File: src/rtl/sobel_conv.sv
// Sobel edge detector: 3x3 window in, one thresholded edge pixel out.
// A 3-stage pipeline (gradients, magnitude, threshold) moves on a single advance enable.
module sobel_conv #(
   parameter int THRESHOLD  = 4000,
   parameter int OUT_PIXELS = 16383
) (
   input  logic        Clk,
   input  logic        rst_n,
   input  logic        pixel_data_valid_in,
   input  logic [71:0] pixel_data_in,
   output logic        ready_out,
   input  logic        out_ready_in,
   output logic        pixel_data_valid_out,
   output logic [7:0]  pixel_data_out,
   output logic        frame_done
);

   localparam logic [20:0] THRESH_MAG = 21'(THRESHOLD);
   localparam logic [13:0] LAST_CNT   = 14'(OUT_PIXELS - 1);

   logic               v1, v2, v3;
   logic               adv, xfer;
   logic [10:0]        p [3][3];
   logic signed [10:0] gx_d, gy_d, gx_q, gy_q;
   logic signed [20:0] gx_w, gy_w;
   logic [20:0]        mag_d, mag_q;
   logic [7:0]         pix_q;
   logic [13:0]        out_cnt;

   assign adv                  = !v3 || out_ready_in;
   assign ready_out            = adv;
   assign xfer                 = v3 && out_ready_in;
   assign frame_done           = xfer && (out_cnt == LAST_CNT);
   assign pixel_data_valid_out = v3;
   assign pixel_data_out       = pix_q;

   // Pixels are widened to 11 bits so the kernel sums and their difference
   // wrap into a correct two's-complement gradient in [-1020, 1020].
   always_comb begin
      for (int r = 0; r < 3; r++) begin
         for (int c = 0; c < 3; c++) begin
            p[r][c] = {3'b000, pixel_data_in[24*r+8*c +: 8]};
         end
      end
      gx_d = (p[0][2] + (p[1][2] << 1) + p[2][2]) - (p[0][0] + (p[1][0] << 1) + p[2][0]);
      gy_d = (p[2][0] + (p[2][1] << 1) + p[2][2]) - (p[0][0] + (p[0][1] << 1) + p[0][2]);
   end

   // Each square fits in 21 bits; the sum is taken as unsigned 21-bit (max 2080800).
   always_comb begin
      gx_w  = {{10{gx_q[10]}}, gx_q};
      gy_w  = {{10{gy_q[10]}}, gy_q};
      mag_d = gx_w * gx_w + gy_w * gy_w;
   end

   always_ff @(posedge Clk) begin
      if (adv) begin
         gx_q  <= gx_d;
         gy_q  <= gy_d;
         mag_q <= mag_d;
      end
   end

   // Valid flags, output pixel and frame counter are the only reset state.
   always_ff @(posedge Clk or negedge rst_n) begin
      if (!rst_n) begin
         v1      <= 1'b0;
         v2      <= 1'b0;
         v3      <= 1'b0;
         pix_q   <= 8'h00;
         out_cnt <= 14'd0;
      end else begin
         if (adv) begin
            v1    <= pixel_data_valid_in;
            v2    <= v1;
            v3    <= v2;
            pix_q <= (mag_q > THRESH_MAG) ? 8'hFF : 8'h00;
         end
         if (xfer) begin
            out_cnt <= (out_cnt == LAST_CNT) ? 14'd0 : out_cnt + 14'd1;
         end
      end
   end

endmodule

File: config.mk
export PLATFORM = sky130hd
export DESIGN_NAME = sobel_conv
export DESIGN_NICKNAME = d
export VERILOG_FILES = /design/src/rtl/sobel_conv.sv
export SDC_FILE = /design/constraint.sdc
export NUM_CORES = 1
export LEC_CHECK = 0
export BUFFER_PORTS_ARGS = -buffer_cell sky130_fd_sc_hd__buf_4
export CAP_MARGIN = 20
export CORE_MARGIN = 4
export CORE_UTILIZATION = 42
export CTS_CLUSTER_SIZE = 8
export DETAILED_ROUTE_END_ITERATION = 6
export GPL_ROUTABILITY_DRIVEN = 0
export HOLD_SLACK_MARGIN = 0.12
export PLACE_DENSITY_LB_ADDON = 0.3
export SLEW_MARGIN = 15
export SYNTH_ARGS = -nofsm -noshare
export SYNTH_HDL_FRONTEND = slang
export SYNTH_SLANG_ARGS = --single-unit
export TNS_END_PERCENT = 30
File: constraint.sdc
create_clock -name Clk -period 7.75 [get_ports Clk]
set_input_delay 0.3875 -clock Clk [delete_from_list [all_inputs] [get_ports Clk]]
set_output_delay 0.3875 -clock Clk [all_outputs]
set_load 0.05 [all_outputs]
# Word level (Yosys, flattened, before mapping)
# Index checks and enable logic that the tools add are counted.
[totals]
elab_cells = 30
inputBits = 76
regBits = 68
[classes]
order_cmp = 1
n_addsub = 12
n_eq_ne = 1
reduce_logical = 4
mux = 2
multipliers = 2
[op_table]
columns = ["operator", "n"]
rows = [
  ["10-bit by 8-bit adder with 11-bit output", 4],
  ["11-bit by 11-bit multiplier with 21-bit output", 2],
  ["8-bit by 9-bit adder with 10-bit output", 4],
  ["11-bit subtractor", 2],
  ["21-bit adder", 1],
  ["21-bit by 12-bit greater-than comparator with 1-bit output (second input constant)", 1],
  ["14-bit by 1-bit adder with 14-bit output (second input constant)", 1],
  ["14-bit == test (second input constant)", 1],
  ["14-bit two-way mux", 1],
  ["8-bit two-way mux", 1],
  ["1-bit logical AND", 2],
  ["1-bit zero test", 1],
  ["1-bit logical OR", 1],
]

# Longest topological paths before layout
# Gate-level depths: netlist of run 1.
[depth]
ltp_word = 3
mapped_depth = 24
ltp_nobuf = 23

# Worst setup path before layout of run 1
# OpenSTA, ideal clock, no wires.
[synth_timing]
path_type = "register to register"
start = "register gx_q[3]"
end = "register mag_q[19] (data pin)"
path_buffers = 1
setup_time_ns = 0.135
slack_ns = 1.458
path_stages_with_launch = 22
arrival_time_ns = 6.158
period_less_slack_ns = 6.292
path_cell_list = "edfxtp_1 -> clkbuf_1 -> nand2_1 -> fa_1 -> inv_1 -> fa_1 -> inv_1 -> fa_1 -> fa_1 -> inv_1 -> fa_1 -> fa_1 -> inv_1 -> fa_1 -> inv_1 -> ha_1 -> a2111o_1 -> o22a_2 -> nand3_2 -> a31oi_4 -> or4b_1 -> nand3_1"
[synth_between]
elab_chain_cells = 2
[synth_rtl]
columns = ["item", "line_no", "rtl"]
rows = [
  ["from (decl)", "24", "logic signed [10:0] gx_d, gy_d, gx_q, gy_q;"],
  ["from (signal assigned)", "58", "gx_q <= gx_d;"],
  ["11-bit by 11-bit multiplier with 21-bit output", "53", "mag_d = gx_w * gx_w + gy_w * gy_w;"],
  ["21-bit adder", "53", ""],
  ["net mag_d[19]", "26", "logic [20:0] mag_d, mag_q;"],
  ["to (signal assigned)", "60", "mag_q <= mag_d;"],
  ["to (decl)", "26", ""],
]
# The timed path passes the listed nets, and every way through them passes these cells.
# A chain may end at the register's enable or synchronous reset.

# Final worst setup path of run 1
[layout_timing]
start = "register gy_q[1]"
end = "register mag_q[20] (data pin)"
[layout_between]
elab_chain_cells = 2
[layout_rtl]
columns = ["item", "line_no", "rtl"]
rows = [
  ["from (decl)", "24", ""],
  ["from (signal assigned)", "59", "gy_q <= gy_d;"],
  ["11-bit by 11-bit multiplier with 21-bit output", "53", ""],
  ["21-bit adder", "53", ""],
  ["net mag_d[20]", "26", ""],
]
# The timed path passes the listed nets, and every way through them passes these cells.

==> flow_results.org, run 1 <==
** Setup path
- Cells along the critical path :: and2_1, inv_1, fa_1, fa_1, inv_1, fa_1, fa_1, fa_1, fa_1, inv_1, fa_1, inv_1, ha_1, a21o_1, a41oi_1, a21oi_1, and2_4, a41oi_1, xnor2_1
- Broken down by cell family, the worst path's largest delay share belongs to adder cells.
- STA classifies the critical path endpoint as a flop.
- Most used cell, CP :: sky130_fd_sc_hd__fa_1
- Launching point of the worst reg2reg path :: gy_q[1]$_DFFE_PP_
- For the worst setup path, the data required time is between 7 and 8 ns.
- Together, buffers and inverters on the worst path number 4.
- Among all stages on the critical path, the largest delay is contributed by sky130_fd_sc_hd__edfxtp_1.
- Largest stage delay on the critical path :: just under 0.8 ns
- The critical path is of the flop to flop type.
- Along the worst path, the maximum fanout reaches 14.
- In this run the critical register-to-register path is captured at mag_q[20]$_DFFE_PP_.
- At the worst endpoint, the arrival time is between 6 and 7 ns.
- For the worst flop-to-flop path, the logic depth is 19.
- For flop-to-flop paths, the worst setup slack is 0.87 ns.
- The worst setup path is launched from a flop.

** Floorplan
- Vertical die dimension :: roughly 180 um
- Cell row count :: between 60 and 70
- The die is about 180 um wide.
- Once the floorplan was initialized, standard cells occupied about 43% of the core.
- The core region is a little under 30000 um2.
- just under 90 I/O pins were placed.
- The floorplan step defined a die boundary enclosing about 32000 um2.

** Clock network
- Clk sinks :: 61
- Clock slew seen by the registers of the worst setup and hold paths :: 0.05 ns
- CTS built an H-tree with a depth of 3.
- After clock tree synthesis, the flow added hold-fix buffers numbering 1.
- Cts bufs inserted :: 9
- CTS-repair resized insts :: 0
- Clock latency on the worst-skew pair, taken at its later pin, is 0.33 ns.
- The number of setup buffers added after CTS is 0.
- Clock tree from TritonCTS :: done
- The clock passes through at most 2 buffers.
- Clk Tree Root Cell :: sky130_fd_sc_hd__clkbuf_16

** Synth
- The synthesized netlist devotes around 4.3% of its cell area to compound gates.
- The netlist uses 44 different library cells.
- Of the post-synthesis cell area, the dominant cell type holds 45.8%.
- By area, the combinational part of the netlist is dominated by adder cells.
- Top flip-flop cell by instance count after synthesis :: sky130_fd_sc_hd__edfxtp_1
- Number of standard cells after synthesis :: 1198
- The Yosys step of the flow raised 0 warnings.
- Multiplexer area fraction after synthesis :: less than 1%
- Synth Area in XOR/XNOR :: around 4.3%
- By area the synthesized netlist is led by sky130_fd_sc_hd__fa_1 (46%), sky130_fd_sc_hd__ha_1 (11%), sky130_fd_sc_hd__inv_1 (11%).
- sky130_fd_sc_hd__fa_1 takes more of the synthesized area than any other cell.
- For this run, the register share of the synthesized area comes to between 10% and 20%.
- The cell area that synthesis handed to floorplanning was between 10000 and 15000 um2.
- Number of enable-type register cells in the synthesized netlist :: 43
- Of the total synthesized cell area, the portion taken by full adders, half adders and majority gates is 56.8%.
- After synthesis the netlist holds a flip-flop and latch count of between 60 and 70.
- For this run, asynchronously set or reset flops after synthesis account for between 20% and 30%.
- The number of nets handed over by synthesis was between 1500 and 2000.
- Share of synthesized cell area in and, or, nand and nor gates :: 8.24%
- Avg Inst Size Synth :: around 10 um2

** STA
- Aggregate negative setup slack :: 0 ns
- At the pin with the least slew margin, the transition time is between 0.8 and 0.9 ns.
- The final critical path takes up between 80% and 90% of the cycle.
- Setup violations remaining at the end of the flow were counted as 0.
- Final critical delay including setup and external delays :: just under 7 ns
- The worst pin sits at a relative slew slack of about two fifths.
- Setup repair after global routing left no endpoint under its margin.
- Between clock sinks in the finished design, the worst skew comes to 0.00352 ns.
- The max-slew violation count is 0.
- Number of hold-slack violations in the final timing report :: 0
- Timing-limited maximum frequency :: approximately 150 MHz

** Routing
- Detailed-route via count :: approximately 7700
- In the routed design, unresolved DRC markers number 0.
- Length of the first detailed-routing pass in iterations :: 5
- Once detail routing completed, the nets flagged for antenna violations numbered 0.
- WL/cell :: approximately 14 um
- Sum of routed wire length over all layers :: about 24000 um
- Initial detailed-routing violation count :: 309
- Detail-routed via count per cell :: between 4 and 5

** GRT
- The initial antenna violation count was 1.
- Global routing consumed, over all layers together, 15.8% of the routing resources.
- Vias in the first global route :: a little under 9000
- Congestion Overflow GR :: 0
- Maximum number of pins on one net before global-route repair :: 50
- First-pass GRT wire length :: 42100 um

** Final layout
- 0 antenna diodes ended up in the layout.
- Highest-count cells in the layout ignoring fill and taps :: sky130_fd_sc_hd__inv_1 (357), sky130_fd_sc_hd__fa_1 (284), sky130_fd_sc_hd__ha_1 (109)
- The post-route netlist has 8.37% of its cells at a drive strength greater than 1.
- The net count of the finished layout is between 1500 and 2000.
- Post-synthesis to final-layout area growth :: 10.2%
- The library cell used most frequently in the layout, excluding fill and tap cells, is sky130_fd_sc_hd__inv_1.

** Hold path
- Along the worst hold path, the cell count comes to 2.
- The startpoint identified for the worst hold timing path is pixel_data_valid_in.
- Hold endpoint :: v1$_DFFE_PN0P_
- Path type of the worst min-delay path :: primary input to flop

** Run status
- The flow ran to the end, and the final reports show no timing, DRC or antenna violations.

** Job
- Across the run, the number of max-cap violations was 0.

** Placed design
- Quantity of I/O buffers inserted on ports :: 78
- HPWL after DPL :: a little over 20000 um
[synthesized netlist by cell type, types with 18 or more instances]
master	number
sky130_fd_sc_hd__edfxtp_1	43
sky130_fd_sc_hd__and2_1	41
sky130_fd_sc_hd__ha_1	109
sky130_fd_sc_hd__dfrtp_1	18
sky130_fd_sc_hd__xnor2_1	39
sky130_fd_sc_hd__nor2b_1	18
sky130_fd_sc_hd__inv_1	357
sky130_fd_sc_hd__a21oi_1	30
sky130_fd_sc_hd__fa_1	284
sky130_fd_sc_hd__clkbuf_1	25
sky130_fd_sc_hd__xor2_1	22
sky130_fd_sc_hd__nor2_1	33
sky130_fd_sc_hd__nand2_1	77
[worst register-to-register path: cells and delay by family, from the launching register on]
kind	cells	cell delay (ns)
AO/OA/AOI/OAI	4	0.86
buffers and inverters	4	0.37
adder cells (fa/ha/maj)	8	3.77
XOR/XNOR	1	0.09
flip-flops	1	0.79
AND/OR/NAND/NOR	2	0.75
[metal layers]
metal	global-route usage, %	routed length (um)	vias to the layer above	share of wire, %
met2	28.2	12500	114	53
li1	-	-	3646	-
met1	21.0	9990	3916	42
met4	3.44	476	0	2.0
met5	0	0	-	0
met3	1.78	793	25	3.3
[flip-flops by register name, indices dropped and copies added, names as in the netlist]
name and cells:
mag_q 21, out_cnt 14, gx_q 11, gy_q 11, pixel_data_out 1, pixel_data_valid_out 1
v1 1, v2 1
[cell type report]
cell class / count / area, um2
multi-input cells: 748 / 9180
inverters: 357 / 1340
well taps: 384 / 480
clock inverters: 3 / 16.3
flip-flops and latches: 61 / 1740
clock buffers: 13 / 272
fillers: 2723 / 15300
repair buffers: 85 / 641
[worst max path at each step]
stage / from / to / slack [ns] / cells after the start
floorplan: gx_q[3]$_DFFE_PP_ / mag_q[19]$_DFFE_PP_ / 1.46 / 21
global placement: gy_q[1]$_DFFE_PP_ / mag_q[20]$_DFFE_PP_ / 1.0 / 19
detailed placement: gy_q[1]$_DFFE_PP_ / mag_q[20]$_DFFE_PP_ / 0.92 / 19
CTS: gy_q[1]$_DFFE_PP_ / mag_q[20]$_DFFE_PP_ / 0.86 / 19
global route: gy_q[1]$_DFFE_PP_ / mag_q[20]$_DFFE_PP_ / 0.56 / 19
finish: gy_q[1]$_DFFE_PP_ / mag_q[20]$_DFFE_PP_ / 0.87 / 19
[per-stage QoR]
stage / utilization, % / worst slack [ns] / hold slack (ns) / cell area [um2] / instances
floorplan: - / 1.46 / 0.0919 / 12400 / 1198
global placement: 46.2 / 0.999 / 0.274 / 13400 / 1634
detailed placement: 46.2 / 0.915 / 0.277 / 13400 / 1634
CTS: 47.2 / 0.860 / 0.283 / 13700 / 1651
global route: 47.2 / 0.556 / 0.285 / 13700 / 1651
finish: 47.2 / 0.867 / 0.297 / 13700 / 1651
[logic make-up after synthesis]
family	count (synthesis)
muxes	3
and+or+nand+nor	206
adders and majority gates	393
xor gates and xnor gates	61
buffers and inverters	389
DFF	61
AOI/OAI and AO/OA	85
Power of run 1 is left out: the tool's default activity adds up to more than one toggle a clock period on the data nets, which glitch-free logic cannot reach.
==> inputs of run 2 (changes only) <==
==> constraint.sdc (replaced) <==
create_clock -name Clk -period 7.75 [get_ports Clk]
set_input_delay 1.9375 -clock Clk [delete_from_list [all_inputs] [get_ports Clk]]
set_output_delay 1.9375 -clock Clk [all_outputs]
set_load 0.05 [all_outputs]
==> run 2 against run 1 <==
- core utilization up 0.19 points
- routed wire length down 2.6%
- final area up 0.40%
- first-iteration DRC count down 0.32%
- via count about the same
- critical path depth up 1
- sequential share of layout area down 0.051 points
==> flow_results.org, run 2 (synthesized netlist as in run 1, its figures left out) <==
** STA
- For the finished layout, the period the worst path requires is between 6 and 7 ns.
- The max-slew violation count came to 0.
- Normalized max-slew margin :: 52.4%
- Setup total negative slack on the finished layout was measured at 0 ns.
- Number of hold-slack violations in the final timing report :: 0
- In the post-route analysis, the smallest setup slack over all paths is between 0.9 and 1 ns.
- Setup repair after global routing left no endpoint under its margin.
- Timing-limited maximum frequency :: 147 MHz
- Setup violations remaining at the end of the flow were counted as 0.
- Ratio of final minimum period to clock period :: between 80% and 90%
- Slew @ Worst Pin :: 0.713 ns
- Clock skew on the completed layout was measured at 0.00781 ns.

** Job
- Across the run, the number of max-cap violations was 0.

** Setup path
- Setup slack on the worst reg-to-reg path comes out at around 0.95 ns.
- Of all nets on the critical path, the largest fanout is 19.
- The worst register-to-register path ends at mag_q[20]$_DFFE_PP_.
- Reg2Reg Depth :: 20
- Required time of the worst setup path :: 7.81 ns
- The worst setup path is launched from a flop.
- Data on the critical path arrives at its endpoint at about 6.9 ns.
- Launching point of the worst reg2reg path :: gy_q[10]$_DFFE_PP_
- Startpoint-to-endpoint class of the critical path :: flop to flop
- The worst setup path is captured at a flop.

** Clock network
- The clock reaches the later pin of the worst-skew pair after ~0.32 ns.
- The clock passes through at most 2 buffers.
- Clock slew seen by the registers of the worst setup and hold paths :: around 0.050 ns
- After clock tree synthesis, the setup repair step added 0 buffers.
- Clk sinks :: just over 60
- Clock tree from TritonCTS :: done
- Buffers inserted to repair hold after CTS numbered 0.
- In this run, post-CTS repair resized a total of 0 instances.
- Max H-tree Level :: 3
- Cts bufs inserted :: 9
- Clk Tree Root Cell :: sky130_fd_sc_hd__clkbuf_16

** GRT
- Maximum number of pins on one net before global-route repair :: 50
- Global routing used 15.5% of the available tracks.
- For this run the aggregate overflow at the end of global routing stands at 0.
- The number of global-route vias before repair was 8582.
- First-pass GRT wire length :: slightly above 40000 um
- The initial antenna violation count was 0.

** Final layout
- Commonest non-fill, non-tap cell in the layout :: sky130_fd_sc_hd__inv_1
- The largest registers in the layout are mag_q (21), out_cnt (14).
- Final-stage net count :: 1731
- Counting the fill cells in the layout gives between 2000 and 3000.
- Max FFs per register :: 21
- Once layout is complete, the utilization of the core stands at about 47%.
- Ranked by flip-flop count, first place goes to mag_q.
- 0 antenna diodes ended up in the layout.
- Layout cell share with drive strength beyond 1 :: 8.60%
- Post-synthesis to final-layout area growth :: 10.6%
- Highest-count cells in the layout ignoring fill and taps :: sky130_fd_sc_hd__inv_1 (357), sky130_fd_sc_hd__fa_1 (284), sky130_fd_sc_hd__ha_1 (109)

** Run status
- The run finished with clean final reports.

** Hold path
- In this run the worst hold path is classified as flop to flop.
- Hold endpoint :: pixel_data_valid_out$_DFFE_PN0P_
- In this run the most critical hold path is launched from v2$_DFFE_PN0P_.
- Counting instances, the worst hold path has a depth of 1.

** Routing
- Sum of routed wire length over all layers :: between 20000 and 25000 um
- WL/cell :: 14.0 um
- Initial detailed-routing violation count :: 308
- Once detail routing completed, the nets flagged for antenna violations numbered 0.
- Length of the first detailed-routing pass in iterations :: 4
- Detail-routed via count per cell :: ~4.7
- Across all layers, the routed design uses a little under 8000 vias.
- Remaining DRCs :: 0

** Floorplan
- After floorplanning, the core was sized to cover 28900 um2.
- I/O pin total :: 87
- After floorplanning, the core was divided into 62 placement rows.
- Total die area :: 32400 um2
- Horizontal die dimension :: between 150 and 200 um
- Initial standard-cell utilization of the core :: a little over two fifths
- Vertical die dimension :: 180 um

** Placed design
- Quantity of I/O buffers inserted on ports :: approximately 80
- HPWL after DPL :: about 21000 um
- Pre-CTS setup slack :: between 0.9 and 1 ns
## run 2: area by class of cell
cell class	instances	area [um2]	area share [%]
multi-input combinational	748	9180	66.9
clock buffer	10	239	1.74
inverter	357	1340	9.76
timing repair buffer	85	636	4.63
clock inverter	6	109	0.793
tap	384	480	3.50
sequential	61	1740	12.7
## run 2: metal layers
metal,up-vias,routed length (um),global-route usage (%)
li1,3656,-,-
met1,3944,9970,20.7
met2,87,12300,27.9
met3,21,559,1.74
met4,0,347,2.62
met5,-,0,0
## run 2: how the worst max path moves through the flow
| stage | startpoint | cells after the start | endpoint | slack (ns) |
|---|---|---|---|---|
| 3_3_place_gp | gx_q[3]$_DFFE_PP_ | 20 | mag_q[19]$_DFFE_PP_ | 1.03 |
| 3_5_place_dp | gy_q[10]$_DFFE_PP_ | 20 | mag_q[20]$_DFFE_PP_ | 0.94 |
| 6_report | gy_q[10]$_DFFE_PP_ | 20 | mag_q[20]$_DFFE_PP_ | 0.95 |
| 4_1_cts | gx_q[3]$_DFFE_PP_ | 21 | mag_q[20]$_DFFE_PP_ | 0.92 |
| 5_1_grt | gx_q[3]$_DFFE_PP_ | 21 | mag_q[20]$_DFFE_PP_ | 0.58 |
| 2_1_floorplan | gx_q[3]$_DFFE_PP_ | 21 | mag_q[19]$_DFFE_PP_ | 1.46 |
## run 2: critical path: stages, from the launching register on
cell	delay, ns
sky130_fd_sc_hd__edfxtp_1	0.42
sky130_fd_sc_hd__buf_4	0.27
sky130_fd_sc_hd__and2_1	0.49
sky130_fd_sc_hd__inv_1	0.24
sky130_fd_sc_hd__fa_1	0.51
sky130_fd_sc_hd__fa_1	0.50
sky130_fd_sc_hd__inv_1	0.06
sky130_fd_sc_hd__fa_1	0.48
sky130_fd_sc_hd__fa_1	0.57
sky130_fd_sc_hd__fa_1	0.44
sky130_fd_sc_hd__fa_1	0.51
sky130_fd_sc_hd__inv_1	0.06
sky130_fd_sc_hd__fa_1	0.47
sky130_fd_sc_hd__inv_1	0.04
sky130_fd_sc_hd__ha_1	0.33
sky130_fd_sc_hd__a21o_1	0.17
sky130_fd_sc_hd__a41oi_1	0.29
sky130_fd_sc_hd__a21oi_1	0.16
sky130_fd_sc_hd__and2_4	0.20
sky130_fd_sc_hd__a41oi_1	0.24
sky130_fd_sc_hd__xnor2_1	0.09
## run 2: metrics by stage
step / cell area [um2] / instances / hold slack [ns]
CTS: 13700 / 1650 / 0.468
global route: 13700 / 1651 / 0.510
global placement: 13400 / 1634 / 0.445
finish: 13700 / 1651 / 0.464
floorplan: 12400 / 1198 / 0.430
detailed placement: 13400 / 1634 / 0.455
Power of run 2 is left out for the same reason.
